$ cat src/rtl/uart_rx_fifo.sv
// UART receiver with configurable frame format (data bits, parity, stop bits)
// feeding a show-ahead receive FIFO drained through a valid/ready handshake.
module uart_rx_fifo #(
   parameter int unsigned CLKS_PER_BIT = 868,
   parameter int unsigned DATA_BITS    = 8,
   parameter int unsigned PARITY       = 0,
   parameter int unsigned STOP_BITS    = 1,
   parameter int unsigned DEPTH        = 16
) (
   input  logic                     clk,
   input  logic                     rst,
   input  logic                     rx,
   output logic [DATA_BITS-1:0]     rx_data,
   output logic                     rx_perr,
   output logic                     rx_valid,
   input  logic                     rx_ready,
   output logic                     frame_err,
   output logic                     overflow,
   output logic [$clog2(DEPTH):0]   count
);

   localparam int unsigned AW = $clog2(DEPTH);
   localparam int unsigned CW = AW + 1;
   localparam int unsigned TW = $clog2(CLKS_PER_BIT);
   localparam int unsigned BW = 4;
   localparam int unsigned EW = DATA_BITS + 1;

   localparam logic [TW-1:0] HALF_T    = TW'(CLKS_PER_BIT / 2 - 1);
   localparam logic [TW-1:0] FULL_T    = TW'(CLKS_PER_BIT - 1);
   localparam logic [BW-1:0] LAST_DATA = BW'(DATA_BITS - 1);
   localparam logic [BW-1:0] LAST_STOP = BW'(STOP_BITS - 1);
   localparam logic [CW-1:0] DEPTH_C   = CW'(DEPTH);

   typedef enum logic [2:0] {
      S_IDLE, S_START, S_DATA, S_PARITY, S_STOP, S_BREAK
   } state_e;

   state_e                 state_q, state_d;
   logic [1:0]             sync_q;
   logic [TW-1:0]          tmr_q, tmr_d;
   logic [BW-1:0]          bit_q, bit_d;
   logic [DATA_BITS-1:0]   shift_q, shift_d;
   logic                   perr_q, perr_d;
   logic                   serr_q, serr_d;
   logic                   ferr_q, ovf_q;
   logic                   rxs, tick_c, push_c, ferr_c;

   logic [EW-1:0]          mem_q [DEPTH];
   logic [AW-1:0]          wr_q, rd_q;
   logic [CW-1:0]          count_q;
   logic                   pop_c, full_c, wr_c, ovf_c;
   logic [EW-1:0]          head_c;

   // Two-flop synchronizer; idles high so reset never looks like a start bit
   always_ff @(posedge clk) begin
      if (!rst) sync_q <= 2'b11;
      else      sync_q <= {sync_q[0], rx};
   end

   assign rxs    = sync_q[1];
   assign tick_c = (tmr_q == '0);

   always_ff @(posedge clk) begin
      if (!rst) begin
         state_q <= S_IDLE;
         tmr_q   <= '0;
         bit_q   <= '0;
         shift_q <= '0;
         perr_q  <= 1'b0;
         serr_q  <= 1'b0;
         ferr_q  <= 1'b0;
      end else begin
         state_q <= state_d;
         tmr_q   <= tmr_d;
         bit_q   <= bit_d;
         shift_q <= shift_d;
         perr_q  <= perr_d;
         serr_q  <= serr_d;
         ferr_q  <= ferr_c;
      end
   end

   // Frame sequencer: every sample is taken when the bit timer reaches zero
   always_comb begin
      state_d = state_q;
      tmr_d   = tmr_q;
      bit_d   = bit_q;
      shift_d = shift_q;
      perr_d  = perr_q;
      serr_d  = serr_q;
      push_c  = 1'b0;
      ferr_c  = 1'b0;
      case (state_q)
         S_IDLE: begin
            if (!rxs) begin
               tmr_d   = HALF_T;
               state_d = S_START;
            end
         end
         S_START: begin
            if (!tick_c) tmr_d = tmr_q - TW'(1);
            else if (rxs) state_d = S_IDLE;
            else begin
               tmr_d   = FULL_T;
               bit_d   = '0;
               state_d = S_DATA;
            end
         end
         S_DATA: begin
            if (!tick_c) tmr_d = tmr_q - TW'(1);
            else begin
               tmr_d   = FULL_T;
               shift_d = {rxs, shift_q[DATA_BITS-1:1]};
               if (bit_q == LAST_DATA) begin
                  bit_d   = '0;
                  perr_d  = 1'b0;
                  serr_d  = 1'b0;
                  state_d = (PARITY != 0) ? S_PARITY : S_STOP;
               end else begin
                  bit_d = bit_q + BW'(1);
               end
            end
         end
         S_PARITY: begin
            if (!tick_c) tmr_d = tmr_q - TW'(1);
            else begin
               tmr_d   = FULL_T;
               perr_d  = (PARITY == 1) ? ~(^{shift_q, rxs}) : (^{shift_q, rxs});
               state_d = S_STOP;
            end
         end
         S_STOP: begin
            if (!tick_c) tmr_d = tmr_q - TW'(1);
            else begin
               tmr_d = FULL_T;
               if (bit_q == LAST_STOP) begin
                  if (serr_q || !rxs) begin
                     ferr_c  = 1'b1;
                     state_d = S_BREAK;
                  end else begin
                     push_c  = 1'b1;
                     state_d = S_IDLE;
                  end
               end else begin
                  serr_d = serr_q | ~rxs;
                  bit_d  = bit_q + BW'(1);
               end
            end
         end
         S_BREAK: begin
            if (rxs) state_d = S_IDLE;
         end
         default: state_d = S_IDLE;
      endcase
   end

   // Show-ahead FIFO; a pop frees the slot a same-cycle push into a full FIFO uses
   assign rx_valid = (count_q != '0);
   assign full_c   = (count_q == DEPTH_C);
   assign pop_c    = rx_valid & rx_ready;
   assign wr_c     = push_c & (~full_c | pop_c);
   assign ovf_c    = push_c & full_c & ~pop_c;

   always_ff @(posedge clk) begin
      if (!rst) begin
         for (int unsigned i = 0; i < DEPTH; i++) mem_q[i] <= '0;
         wr_q    <= '0;
         rd_q    <= '0;
         count_q <= '0;
         ovf_q   <= 1'b0;
      end else begin
         if (wr_c) begin
            mem_q[wr_q] <= {perr_q, shift_q};
            wr_q        <= wr_q + AW'(1);
         end
         if (pop_c) rd_q <= rd_q + AW'(1);
         count_q <= count_q + CW'(wr_c) - CW'(pop_c);
         ovf_q   <= ovf_c;
      end
   end

   assign head_c    = mem_q[rd_q];
   assign rx_data   = head_c[DATA_BITS-1:0];
   assign rx_perr   = head_c[DATA_BITS];
   assign frame_err = ferr_q;
   assign overflow  = ovf_q;
   assign count     = count_q;

endmodule

$ cat config.mk
export PLATFORM = sky130hd
export DESIGN_NAME = uart_rx_fifo
export DESIGN_NICKNAME = d
export VERILOG_FILES = /design/src/rtl/uart_rx_fifo.sv
export SDC_FILE = /design/constraint.sdc
export NUM_CORES = 1
export LEC_CHECK = 0
export ABC_AREA = 1
export BUFFER_PORTS_ARGS = -buffer_cell sky130_fd_sc_hd__buf_4
export CORE_MARGIN = 2
export CORE_UTILIZATION = 50
export CTS_BUF_LIST = sky130_fd_sc_hd__clkbuf_2
export CTS_CLUSTER_DIAMETER = 100
export DETAILED_ROUTE_END_ITERATION = 10
export PLACE_DENSITY = 0.64
export SLEW_MARGIN = 10
export SYNTH_ARGS = -nofsm -noshare
export SYNTH_HDL_FRONTEND = slang
export SYNTH_SLANG_ARGS = --single-unit
export TNS_END_PERCENT = 20
$ cat constraint.sdc
create_clock -name clk -period 3.3 [get_ports clk]
set_input_delay 0.165 -clock clk [delete_from_list [all_inputs] [get_ports clk]]
set_output_delay 0.165 -clock clk [all_outputs]
set_load 0.01 [all_outputs]
* Word-level counts from Yosys, hierarchy flattened
Memory sizes are Yosys's and may differ from the RTL's. A register that Yosys moved wholly into a read port is not among the register bits.
Cells that the tools add are included.
** Word-level totals
- Bits in registers :: 44
- Bits in writable memories :: 144
- Input port bits :: 4
- Output and inout bits :: 17
- Logic and storage cells :: 110
- Memories :: 1
** Operators by class
- $add $sub $neg :: 6
- Eq/ne operators :: 18
- Muxes and demuxes :: 44
- Bitwise operators :: 9
- Reduce and logical (&&, ||, !) cells :: 20
** Memory list
- mem_q :: depth 16, width 9, read ports 1, clocked after Yosys merged registers in 1, wr ports 16, line 48 : logic [EW-1:0] mem_q [DEPTH];
** Operators with widths (count)
- $mux 10 :: 4
- $mux 4 :: 9
- $pmux 10 s3 :: 1
- $mux 3 :: 9
- $ne 2x2->1 const B :: 10
- $pmux 3 s6 :: 1
- $mux 1 :: 15
- $add 4x1->4 const B :: 3
- $pmux 4 s3 :: 1
- $logic_not 10->1 :: 1
- $sub 10x1->10 const B :: 1
- $mux 9 :: 1
- $reduce_or 9->1 :: 1
- $reduce_xor 9->1 :: 1
- $reduce_and 4->1 :: 2
- $reduce_and 8->1 :: 1
- $eq 3x2->1 const B :: 2
- $eq 3x3->1 const B :: 2
- $reduce_and 6->1 :: 1
- $reduce_bool 3->1 :: 2
- $add 5x1->5 :: 1
- $eq 5x5->1 const B :: 1
- $reduce_and 5->1 :: 1
- $reduce_bool 5->1 :: 1
- 17 further kinds :: 25

* Longest topological paths before layout
- Depth after elaboration :: 12
- Mapped depth :: 15
- Mapped depth without buffers :: 15

* Least setup slack after synthesis
OpenSTA, ideal clock, no wires.
- Path kind :: flip-flop to flip-flop
- Start point :: register tmr_q[0]
- End point :: register count_q[4] (netlist: count[4])
- Setup time :: 125 ps
- Arrival :: 2290 ps
- Required time :: 3175 ps
- Path slack :: 886 ps
- Stages on the path, launching flop included :: 15
- Buffers on the path :: 1
- Period minus slack after synthesis :: 2414 ps
- Cell sequence :: dfxtp_1 > inv_1 > ha_1 > nand3_1 > nor2_2 > buf_6 > nand2_1 > nand2_1 > o21ai_0 > ha_1 > fa_1 > a21oi_1 > o21ai_0 > o21ai_0 > a21oi_1
** Between the ends
- Word-level cells in the longest chain between the ends :: 6
** RTL lines
- start, declared :: line 40 : logic [TW-1:0] tmr_q, tmr_d;
- start signal, assigned :: line 74 : tmr_q <= tmr_d;
- $logic_not 10->1 :: line 61 : assign tick_c = (tmr_q == '0);
- $mux 1 :: line 133 : if (!tick_c) tmr_d = tmr_q - TW'(1);
- $mux 1 :: line 93 : case (state_q)
- $and 1x1->1 :: line 161 : assign wr_c = push_c & (~full_c | pop_c);
- $add 5x1->5 :: line 177 : count_q <= count_q + CW'(wr_c) - CW'(pop_c);
- $sub 5x1->5 :: line 177
- end signal, assigned :: line 177
- end, declared :: line 50 : logic [CW-1:0] count_q;
Every way passes these cells.
A chain may end at the register's enable or synchronous reset.

==> metrics.cfg <==
[synthesis]
synth-seq-cells = 192
syn_area_per_cell_sq_um = 9.11
ys_types = 34
syn_nets = 1033
syn_inst = 1014
synthArstFlopShare_pct = 0
synth.cell_area_sq_um = 9240
synth_seq_area_share_pct = 57.2
yosysWarnings = 0
synth-edff-count = 144
synth-main-ff-cell = edfxtp_1

[floorplanning]
core_sq_um = 18000
die_area_sq_um = 19600
rows = 49
die_h_um = 140
die_x_um = 140
io_pins = 21
floorplan.initialDensity_pct = 51.3

[final_layout]
final_nets = 1045
num-fill-cells = 1650
final_cells = 1269
area_delta_synth_final_pct = 7.16
drive_above_1_share_pct = 11.0

[setup_path]
worstSetupStartpointType = flip-flop
max_stage_delay_ps = 410
arrival_ps = 2760
end_kind = primary output
path_class = reg -> out
path_cells = inv_2 -> buf_12 -> nor2_1 -> nor2_1 -> o21ai_0 -> o211ai_1 -> nand3_1 -> nand2_1 -> buf_4
critPathSlowestCell = inv_2
critPathMostFrequentCell = nor2_1
worstPathRequired_ps = 3130
worstPathMaxFanout = 45

[run_status]
outcome = complete, no violations

[power_and_ir_drop]
p_leak_nw = 3.86
p_total_mw = 6.68
vdd_drop_max_v = 0.000383
power.density_nw_per_um2 = 675

[global_routing]
grt.total_usage_pct = 23.6
overflow = 0
grt_pass1_vias = 6623
grt_max_degree = 73
grt_pass1_wl_mm = 35.8
antenna_found_initial = 1

[placed_design]
dp.cells = 1231
portBuffers = 20
dp_hpwl_mm = 14.4
gp_congestion = 0.869

[detailed_routing]
vias = 6966
ant_nets = 0
vias_per_cell = 5.49
drt_iter0_drc = 680
drcViolationCount = 0
drt-total-wl_mm = 22.3
wl_per_cell_um = 17.6
dr.pass1.iters = 5

[sta]
setup_viol = 0
slew_headroom_pct = 35.5
period_needed_ps = 2930
finalClockSkew_ps = 36.9
worst_slew_pin_slew_ps = 965
hold_violations = 0
fmax_mhz = 342
fin_setup_tns_ps = 0
rsz0062_at_grt = false
holdWs_ps = 332
fin_crit_sh_pct = 88.7
drv_slew = 0

[cts]
ctsResizeCount = 0
cts_buffers = 17
clockBufferDepth = 2
htreeDepth = 4
clk_pin_slew_worst_paths_ps = 250
clkLatencyLatePin_ps = 820
clock-sinks = 192
cts_tree = built
clockRootBuffer = clkbuf_2

[run]
drv_cap = 0

[hold_path]
hold_path_class = in -> reg

## repair_timing
item / in CTS / in global routing
setup endpoints to repair: 0 / 0
buffers inserted: 0 / 0
endpoints found under the hold margin: 48 / 0
hold buffers: 5 / 0
## stage by stage
stage	utilization [%]	setup WS, ps	area [sq um]
floorplan	-	886	9240
global placement	53.4	727	9630
detailed placement	53.4	705	9630
CTS	54.9	336	9900
global route	54.9	232	9900
finish	54.9	374	9900
## worst paths after layout
path              cells after the start             startpoint  slack (ps)                    to
setup / recovery                      9              flip-flop         370            rx_data[0]
hold / removal                        5               rx_ready         330  rd_q[0]$_SDFFE_PN0N_
setup reg to reg                     15  bit_q[0]$_SDFFE_PN0P_         660   count[4]$_SDFF_PN0_
hold reg to reg                       1   sync_q[0]$_SDFF_PN1_         450  sync_q[1]$_SDFF_PN1_
## kinds of logic (layout without fill, tap and decap cells)
kind of cell / after synthesis / count (layout) / synth area share [%]
other: 0 / 1 / 0
AO/OA/AOI/OAI: 181 / 181 / 10.8
AND/OR/NAND/NOR: 504 / 504 / 24.5
flip-flops: 192 / 192 / 57.2
XOR/XNOR: 5 / 5 / 0.474
adder cells (fa/ha/maj): 15 / 15 / 2.11
buffers and inverters: 117 / 142 / 4.86
## critical path, delay by kind of cell, from the launching register on
kind / cells / cell delay [ps]
AO/OA/AOI/OAI: 2 / 330
AND/OR/NAND/NOR: 4 / 380
buffers and inverters: 3 / 840
flip-flops: 1 / 380
## state kept, by name, indices dropped and copies added (netlist names), named ones only
name / count
frame_err: 1
serr_q: 1
state_q: 3
shift_q: 8
tmr_q: 10
count: 5
rd_q: 4
overflow: 1
sync_q: 2
wr_q: 4
bit_q: 4
mem_q: 144
perr_q: 1
## synthesized netlist by cell type (all sizes together) (2+ instances only)
cell type	number	area share (%)
dfxtp	48	10
o21ai	111	6.0
nand4	9	0.77
or2	2	0.14
clkinv	9	0.37
o211ai	36	2.9
edfxtp	144	47
xor2	3	0.28
buf	5	0.31
inv	61	2.5
nand2	125	6.5
clkbuf	42	1.7
a21oi	31	1.7
xnor2	2	0.19
nand3	40	2.3
nor3	9	0.61
nor2	317	14
ha	14	1.9
## final cells by class
cell class	count	area, sq um	share of cell area (%)
clock inverter	15	134	1.35
antenna	1	2.50	0.0253
timing repair buffer	40	338	3.41
inverter	70	263	2.65
multi-input combinational	705	3510	35.4
clock buffer	17	85.1	0.859
tap	229	287	2.89
sequential	192	5290	53.4
## cells in the final DEF, fill, tap and decap left out, drive strengths merged
cell type	instances
a31oi	1
buf	35
edfxtp	144
dfxtp	48
nor4	1
clkinv	15
or2	2
xnor2	2
nand3	40
nand4	9
bufinv	1
nand2	125
clkbuf	17
nand3b	1
o21ai	111
nor2	317
a21oi	31
xor2	3
o211ai	36
a211oi	1
diode	1
fa	1
o31ai	1
dlygate4sd3	5
clkinvlp	3
ha	14
nor3	9
inv	66
## routing by layer
metal	wire, um	global-route usage, %	up-vias
met4	306	5.95	0
met5	0	0	-
met3	1380	4.21	31
met1	9970	33.7	3275
met2	10700	37.9	220
li1	-	-	3440
## report_power, final
part | total, mW | switching (mW) | leakage (nW) | internal, mW
clock | 1.14 | 0.857 | 0.129 | 0.282
combinational | 2.55 | 1.70 | 1.85 | 0.856
sequential | 2.99 | 0.194 | 1.88 | 2.79
total | 6.68 | 2.75 | 3.86 | 3.93
No activity file was read; power rests on OpenSTA's default activity.
